$ cat src/rtl/fp_normalizer.sv
// rtl/fp_normalizer.sv - two-stage post-add mantissa normalizer with exponent adjust
module fp_normalizer #(
    parameter int MANT_W = 24,
    parameter int EXP_W  = 8
) (
    input  logic              clk,
    input  logic              rst_n,
    input  logic              in_vld,
    output logic              in_rdy,
    input  logic [MANT_W:0]   mant_in,
    input  logic [EXP_W-1:0]  exp_in,
    output logic              out_vld,
    input  logic              out_rdy,
    output logic [MANT_W-1:0] mant_out,
    output logic [EXP_W-1:0]  exp_out,
    output logic              zero,
    output logic              uf,
    output logic              ovf
);

    localparam int LZC_W = $clog2(MANT_W + 1);
    localparam logic [EXP_W:0] EXP_MAX = {1'b0, {EXP_W{1'b1}}};

    // Stage 1 registers
    logic              s1_vld_q,   s1_vld_d;
    logic              s1_carry_q, s1_carry_d;
    logic [MANT_W-1:0] s1_mant_q,  s1_mant_d;
    logic [EXP_W-1:0]  s1_exp_q,   s1_exp_d;
    logic [LZC_W-1:0]  s1_lzc_q,   s1_lzc_d;

    // Output registers
    logic              out_vld_q,  out_vld_d;
    logic [MANT_W-1:0] mant_out_q, mant_out_d;
    logic [EXP_W-1:0]  exp_out_q,  exp_out_d;
    logic              zero_q,     zero_d;
    logic              uf_q,       uf_d;
    logic              ovf_q,      ovf_d;

    logic s1_adv;
    logic s2_adv;
    logic s1_load;
    logic s2_load;

    assign s2_adv  = !out_vld_q | out_rdy;
    assign s1_adv  = !s1_vld_q | s2_adv;
    assign in_rdy  = rst_n & s1_adv;
    assign s1_load = in_vld & in_rdy;
    assign s2_load = s1_vld_q & s2_adv;

    // Leading-zero count of the 24-bit field; the highest set bit wins.
    logic [LZC_W-1:0] lzc_in;
    always_comb begin
        lzc_in = LZC_W'(MANT_W);
        for (int i = 0; i < MANT_W; i++) begin
            if (mant_in[i]) begin
                lzc_in = LZC_W'(MANT_W - 1 - i);
            end
        end
    end

    always_comb begin
        s1_vld_d   = s1_adv ? in_vld : s1_vld_q;
        s1_carry_d = s1_carry_q;
        s1_mant_d  = s1_mant_q;
        s1_exp_d   = s1_exp_q;
        s1_lzc_d   = s1_lzc_q;
        if (s1_load) begin
            s1_carry_d = mant_in[MANT_W];
            s1_mant_d  = mant_in[MANT_W-1:0];
            s1_exp_d   = exp_in;
            s1_lzc_d   = lzc_in;
        end
    end

    // Logarithmic left shifter: one stage per lzc bit, zero fill.
    logic [MANT_W-1:0] mant_shl;
    always_comb begin
        mant_shl = s1_mant_q;
        for (int s = 0; s < LZC_W; s++) begin
            if (s1_lzc_q[s]) begin
                mant_shl = mant_shl << (1 << s);
            end
        end
    end

    // Exponent arithmetic one bit wider so carry into 2^EXP_W is visible.
    logic [EXP_W:0]   exp_ext;
    logic [EXP_W:0]   exp_inc;
    logic [EXP_W:0]   lzc_ext;
    logic [EXP_W-1:0] exp_dec;

    assign exp_ext = {1'b0, s1_exp_q};
    assign exp_inc = exp_ext + (EXP_W + 1)'(1);
    assign lzc_ext = (EXP_W + 1)'(s1_lzc_q);
    assign exp_dec = s1_exp_q - EXP_W'(s1_lzc_q);

    always_comb begin
        out_vld_d  = s2_adv ? s1_vld_q : out_vld_q;
        mant_out_d = mant_out_q;
        exp_out_d  = exp_out_q;
        zero_d     = zero_q;
        uf_d       = uf_q;
        ovf_d      = ovf_q;
        if (s2_load) begin
            mant_out_d = '0;
            exp_out_d  = '0;
            zero_d     = 1'b0;
            uf_d       = 1'b0;
            ovf_d      = 1'b0;
            if (s1_carry_q) begin
                if (exp_inc >= EXP_MAX) begin
                    ovf_d     = 1'b1;
                    exp_out_d = {EXP_W{1'b1}};
                end else begin
                    mant_out_d = {s1_carry_q, s1_mant_q[MANT_W-1:1]};
                    exp_out_d  = exp_inc[EXP_W-1:0];
                end
            end else if (s1_mant_q == '0) begin
                zero_d = 1'b1;
            end else if (lzc_ext >= exp_ext) begin
                // Result exponent would be <= 0: flush the denormal to zero.
                zero_d = 1'b1;
                uf_d   = 1'b1;
            end else begin
                mant_out_d = mant_shl;
                exp_out_d  = exp_dec;
            end
        end
    end

    always_ff @(posedge clk or negedge rst_n) begin
        if (!rst_n) begin
            s1_vld_q   <= 1'b0;
            s1_carry_q <= 1'b0;
            s1_mant_q  <= '0;
            s1_exp_q   <= '0;
            s1_lzc_q   <= '0;
            out_vld_q  <= 1'b0;
            mant_out_q <= '0;
            exp_out_q  <= '0;
            zero_q     <= 1'b0;
            uf_q       <= 1'b0;
            ovf_q      <= 1'b0;
        end else begin
            s1_vld_q   <= s1_vld_d;
            s1_carry_q <= s1_carry_d;
            s1_mant_q  <= s1_mant_d;
            s1_exp_q   <= s1_exp_d;
            s1_lzc_q   <= s1_lzc_d;
            out_vld_q  <= out_vld_d;
            mant_out_q <= mant_out_d;
            exp_out_q  <= exp_out_d;
            zero_q     <= zero_d;
            uf_q       <= uf_d;
            ovf_q      <= ovf_d;
        end
    end

    assign out_vld  = out_vld_q;
    assign mant_out = mant_out_q;
    assign exp_out  = exp_out_q;
    assign zero     = zero_q;
    assign uf       = uf_q;
    assign ovf      = ovf_q;

endmodule
$ cat config.mk
export PLATFORM = sky130hd
export DESIGN_NAME = fp_normalizer
export DESIGN_NICKNAME = d
export VERILOG_FILES = /design/src/rtl/fp_normalizer.sv
export SDC_FILE = /design/constraint.sdc
export NUM_CORES = 1
export LEC_CHECK = 0
export CORE_MARGIN = 5
export CORE_UTILIZATION = 39
export CTS_CLUSTER_DIAMETER = 50
export DETAILED_ROUTE_END_ITERATION = 6
export PLACE_DENSITY = 0.69
export SYNTH_ARGS = -nofsm -noshare
export SYNTH_HDL_FRONTEND = slang
export SYNTH_SLANG_ARGS = --single-unit
$ cat constraint.sdc
create_clock -name clk -period 2.8 [get_ports clk]
set_input_delay 0.56 -clock clk [delete_from_list [all_inputs] [get_ports clk]]
set_output_delay 0.56 -clock clk [all_outputs]
set_load 0.1 [all_outputs]
[After elaboration in Yosys (flattened, before gate mapping)]
Cells that the tools add are included.
W data, S select, Z words.
Storage, ports and cells
  bits in registers: 75
  input bits: 37
  word-level logic and storage cells: 67
Operators by class
  $add $sub $neg: 2
  order comparisons: 2
  multiplexer cells: 44
  bitwise logic cells: 5
  reductions and logical operators: 3
Operators by type and width (count)
  $mux W24: 9
  $mux W5: 17
  $mux W8: 4
  $mux W4: 7
  $logic_not A24 Y1: 1
  $add A8 B1 Y9 const B: 1
  $ge A9 B8 Y1 const B: 1
  $ge A5 B8 Y1: 1
  $sub A8 B5 Y8: 1
  $mux W1: 7
  $and A1 B1 Y1: 3
  $logic_not A1 Y1: 2
  $or A1 B1 Y1: 2

[Logic depth before layout (Yosys ltp)]
  word-level depth: 24
  gate-level depth with buffers: 12
  depth with buffers taken out: 10

[Worst setup path before layout]
OpenSTA, ideal clock, no wires.
  path kind: register to register
  start: reg s1_lzc_q[2]
  end: reg mant_out_q[11] (netlist: mant_out[11])
  setup time: 0.134 ns
  arrival time: 2.412 ns
  slack: 0.254 ns
  stages on the path, launching flop included: 13
  period minus slack after synthesis: 2.546 ns
  path through: dfrtp_1 > buf_4 > buf_4 > clkinv_1 > ha_1 > a211oi_2 > o21ai_1 > a211oi_2 > nor2b_2 > buf_6 > nand2_4 > buf_6 > o31ai_1
Between the ends
  longest elaborated chain between the ends: 6
  elaborated cells on any way between the ends: 7
  classes of those cells: order compare: 1; mux: 6
Ends and longest elaborated chain
  from (decl): RTL line 29  | logic [LZC_W-1:0] s1_lzc_q, s1_lzc_d;
  from (signal assigned): RTL line 149  | s1_lzc_q <= s1_lzc_d;
  branches (longest 3 deep; another with $ge A5 B8 Y1)
  $mux W24 (*): RTL line 120  | end else if (lzc_ext >= exp_ext) begin
  $mux W24 (*): RTL line 118  | end else if (s1_mant_q == '0) begin
  $mux W24 (*): RTL line 110  | if (s1_carry_q) begin
  to (signal assigned): RTL line 151  | mant_out_q <= mant_out_d;
  to (decl): RTL line 33  | logic [MANT_W-1:0] mant_out_q, mant_out_d;
Every way passes the cells marked *.
A chain may end at the register's enable or synchronous reset.

[Worst setup path after layout]
  start: reg s1_exp_q[0]
  end: reg mant_out_q[0] (netlist: mant_out[0])
Between the ends
  longest elaborated chain between the ends: 4
  elaborated cells on any way between the ends: 7
  classes of those cells: add/sub: 1; order compare: 2; mux: 4
Ends and longest elaborated chain
  from (decl): RTL line 28  | logic [EXP_W-1:0] s1_exp_q, s1_exp_d;
  from (signal assigned): RTL line 148  | s1_exp_q <= s1_exp_d;
  $add A8 B1 Y9 / $ge A5 B8 Y1 (equally long branches): RTL line 93, 120
  $ge A9 B8 Y1 / $mux W24 (equally long branches): RTL line 111, 120
  $mux W24, on equally long branches: RTL line 111, 118
  $mux W24 (*): RTL line 110
Every way passes the cells marked *; elsewhere a longest branch is shown, timed or not.

==> reports/metrics.csv <==
stage;metric;value;unit
clocking;cts_inserted_buffers;9;
timing;fmax;388.3;MHz
setup_path;crit_required;3.00;ns
setup_path;ff2ff_path_depth;10;
placed_design;post-dp-hpwl;10.98;mm
synth;synth_seq_cells;75;
pwr;sequentialPowerShare;28.3;%
setup_path;critPathArrivalTime;2.78;ns
pwr;p_per_area;972.9;nW/µm²
synth;ys_async_sr_fraction;100.0;%
detailed_routing;vias;4376;
detailed_routing;wirelength;14.52;mm
global_route;antenna_found_initial;0;
synth;synth_edf_count;0;
timing;tns;0;ns
clocking;clock_sinks;75;
clocking;cts_max_path_buffers;2;
run_status;status;completed;
min_path;hold_depth;2;
pwr;p_sw;2.998;mW
final_layout;final_nets;632;
synth;yosys.cell_types.count;73;
global_route;grt_overflow;0;
timing;hold_viol_final;0;
pwr;finalPower;6.036;mW
pwr;peakVddDrop;0.4182;mV
clocking;cts-root-buf;clkbuf_16;
setup_path;endpoint_kind;register;
floorplan;initial_core_util;39.86;%
placed_design;gp_congestion;0.9796;
floorplan;dieArea;15330;µm²
placed_design;post-place-ws;0.2597;ns
timing;fin_crit;2.575;ns
final_layout;final_util;48.97;%
setup_path;crit_fanout;13;
timing;setup_slack;0.2249;ns
synth;synthCells;512;
pwr;combPwrFrac;52.0;%
setup_path;cp-start-kind;register;
placed_design;portBuffers;73;
timing;rsz0062_at_grt;no;
synth;synthTopCellsByArea;dfrtp_1 (37%), mux2_2 (9.8%), mux2i_1 (6.3%);
pwr;p_int;3.038;mW
floorplan;num_rows;41;
detailed_routing;vias_per_cell;5.728;
timing;period_share;91.97;%
synth;netlist_area;5051;µm²
final_layout;drive_above_1_share;27.20;%
final_layout;finalNonFillerCells;764;
detailed_routing;ant_nets;0;
final_layout;syn2layout_area_growth;22.84;%
global_route;grt_max_degree;76;
synth;synth_nets;557;
timing;final_max_slew_viol_count;0;
min_path;hold_class;reg2reg;
synth;synth_flop_cell;dfrtp_1;
timing;worstMarginPinSlew;0.9643;ns
timing;timing.slew.headroom;35.72;%
clocking;clock_latency;0.33;ns
detailed_routing;route.detailed.drc;0;
detailed_routing;wl_per_cell;19.00;µm
clocking;cts_max_level;3;
floorplan;chipHeight;123.8;µm
synth;yosysSeqAreaShare;37.16;%
pwr;p_leak;2.541;nW
synth;synth_top_area_share;37.16;%
global_route;gr-usage-all-layers;19.84;%
final_layout;diodes;0;
final_layout;fill_cells;1200;
synth;synth_area_per_cell;9.865;µm²
floorplan;coreArea;12670;µm²
pwr;p_sw_share;49.67;%
pwr;pwr-share-clk;19.8;%
clocking;hold_buffers;0;
detailed_routing;drtPass1Iterations;4;
floorplan;ios;74;
clocking;post_cts_resized;0;
setup_path;critPathKind;reg2reg;
global_route;grt_pass1_vias;4348;
placed_design;placed_cells;748;
clocking;post_cts_buffers;0;
global_route;grt_pass1_wl;23.68;mm
detailed_routing;dr.first_iter.drc_count;358;
synth;ys.warnings.count;0;
flow_run;cap_viol_max_count;0;
clocking;cts_tree;built;
timing;clock_skew;0.008410;ns
floorplan;die_w;123.8;µm
timing;setup_viol;0;
clocking;path_clk_slew;0.06;ns
synth;synth.largest_area_cell;dfrtp_1;
## metal layers
layer	track usage, %	share of wire [%]	vias up
met1	30.50	48	2151
met4	4.983	1.1	0
met3	2.770	5.3	12
li1	-	-	2082
met5	0	0	-
met2	29.23	45	131
## Yosys cell counts, types with 8 or more instances
library cell and n:
dfrtp_1 75, nand2_1 57, mux2_2 44, nor2_1 34
mux2i_1 32, o21ai_0 23, a21oi_1 20, a22oi_2 18
nor3_1 13, nor4_1 11, inv_1 10, o31ai_1 10
nand3_1 9, o21ai_2 9, buf_2 8
## critical path: stages, from the launching register on
cell and delay [ns]:
dfrtp_1 0.38, inv_1 0.09, ha_1 0.17, inv_1 0.06
fa_1 0.44, a211oi_2 0.24, o21ai_1 0.15, a211oi_2 0.42
nor2b_2 0.16, nand2_4 0.22, o31ai_1 0.12
## sequential cells by signal, summed over array words and instances (netlist names)
name / flops
out_vld: 1
s1_vld_q: 1
s1_mant_q: 24
exp_out: 8
s1_carry_q: 1
ovf: 1
s1_exp_q: 8
zero: 1
uf: 1
mant_out: 24
s1_lzc_q: 5
## layout make-up
type | instances | area, µm² | area share (%)
flip-flops and latches | 75 | 1877 | 30.25
multi-input cells | 394 | 2945 | 47.47
clock buffers | 15 | 277.8 | 4.477
clock inverters | 1 | 30.03 | 0.4840
inverters | 15 | 56.30 | 0.9074
repair buffers | 92 | 803.3 | 12.95
well taps | 172 | 215.2 | 3.468
## power groups by stage
stage                     Sequential, mW  Clock [mW]  Combinational, mW
after floorplan                     2.95           0               1.12
after global placement              1.71           0               3.12
after detailed placement            1.72           0               3.13
after CTS                           1.70        1.21               3.14
after global routing                1.74        1.26               3.31
final                               1.71        1.19               3.14
## path summary, 6_finish.rpt
check | start | to | slack, ns
hold / removal | exp_out[4] | exp_out[4] | 0.49
hold reg to reg | exp_out[4] | exp_out[4] | 0.49
min in group asynchronous | rst_n | s1_exp_q[4] | 0.50
setup / recovery | s1_exp_q[0] | mant_out[0] | 0.22
max in group asynchronous | rst_n | mant_out[14] | 1.69
setup reg to reg | s1_exp_q[0] | mant_out[0] | 0.22
## placed cells by master (no fill, tap or decap), drive strengths merged, types with 2 or more instances in the layout
cell | synthesis | routed
dfrtp | 75 | 75
mux2i | 32 | 32
nor3 | 14 | 14
buf | 20 | 57
a21oi | 20 | 20
mux2 | 44 | 44
nand2 | 58 | 58
nand4 | 2 | 2
inv | 13 | 13
a22oi | 24 | 24
o311a | 2 | 2
clkbuf | 8 | 15
o22ai | 4 | 4
o211ai | 4 | 4
o31ai | 10 | 10
ha | 7 | 7
o21a | 5 | 5
nor2b | 4 | 4
o21ai | 39 | 39
clkinv | 2 | 2
a31oi | 6 | 6
a221oi | 4 | 4
xnor2 | 7 | 7
xor2 | 2 | 2
or2b | 2 | 2
a211oi | 10 | 10
o31a | 3 | 3
nor4 | 12 | 12
nand2b | 4 | 4
clkdlybuf4s50 | 0 | 35
nor2 | 34 | 34
a22o | 4 | 4
nand3 | 10 | 10
a21o | 4 | 4
## logic make-up after synthesis
group / share of synthesized area (%)
adder cells (fa/ha/maj): 2.130
buffers and inverters: 4.632
XOR/XNOR: 1.858
flip-flops: 37.16
AO/OA/AOI/OAI: 23.66
multiplexers: 16.60
AND/OR/NAND/NOR: 13.97
## stage by stage
| step | area [µm²] | hold slack (ns) |
|---|---|---|
| after CTS | 6205 | 0.4965 |
| after detailed placement | 5897 | 0.4840 |
| after global placement | 5897 | 0.4779 |
| after floorplan | 5051 | 0.2644 |
| after global routing | 6205 | 0.5279 |
| final | 6205 | 0.4875 |
Note: power is estimated with default switching activity, not from simulation.
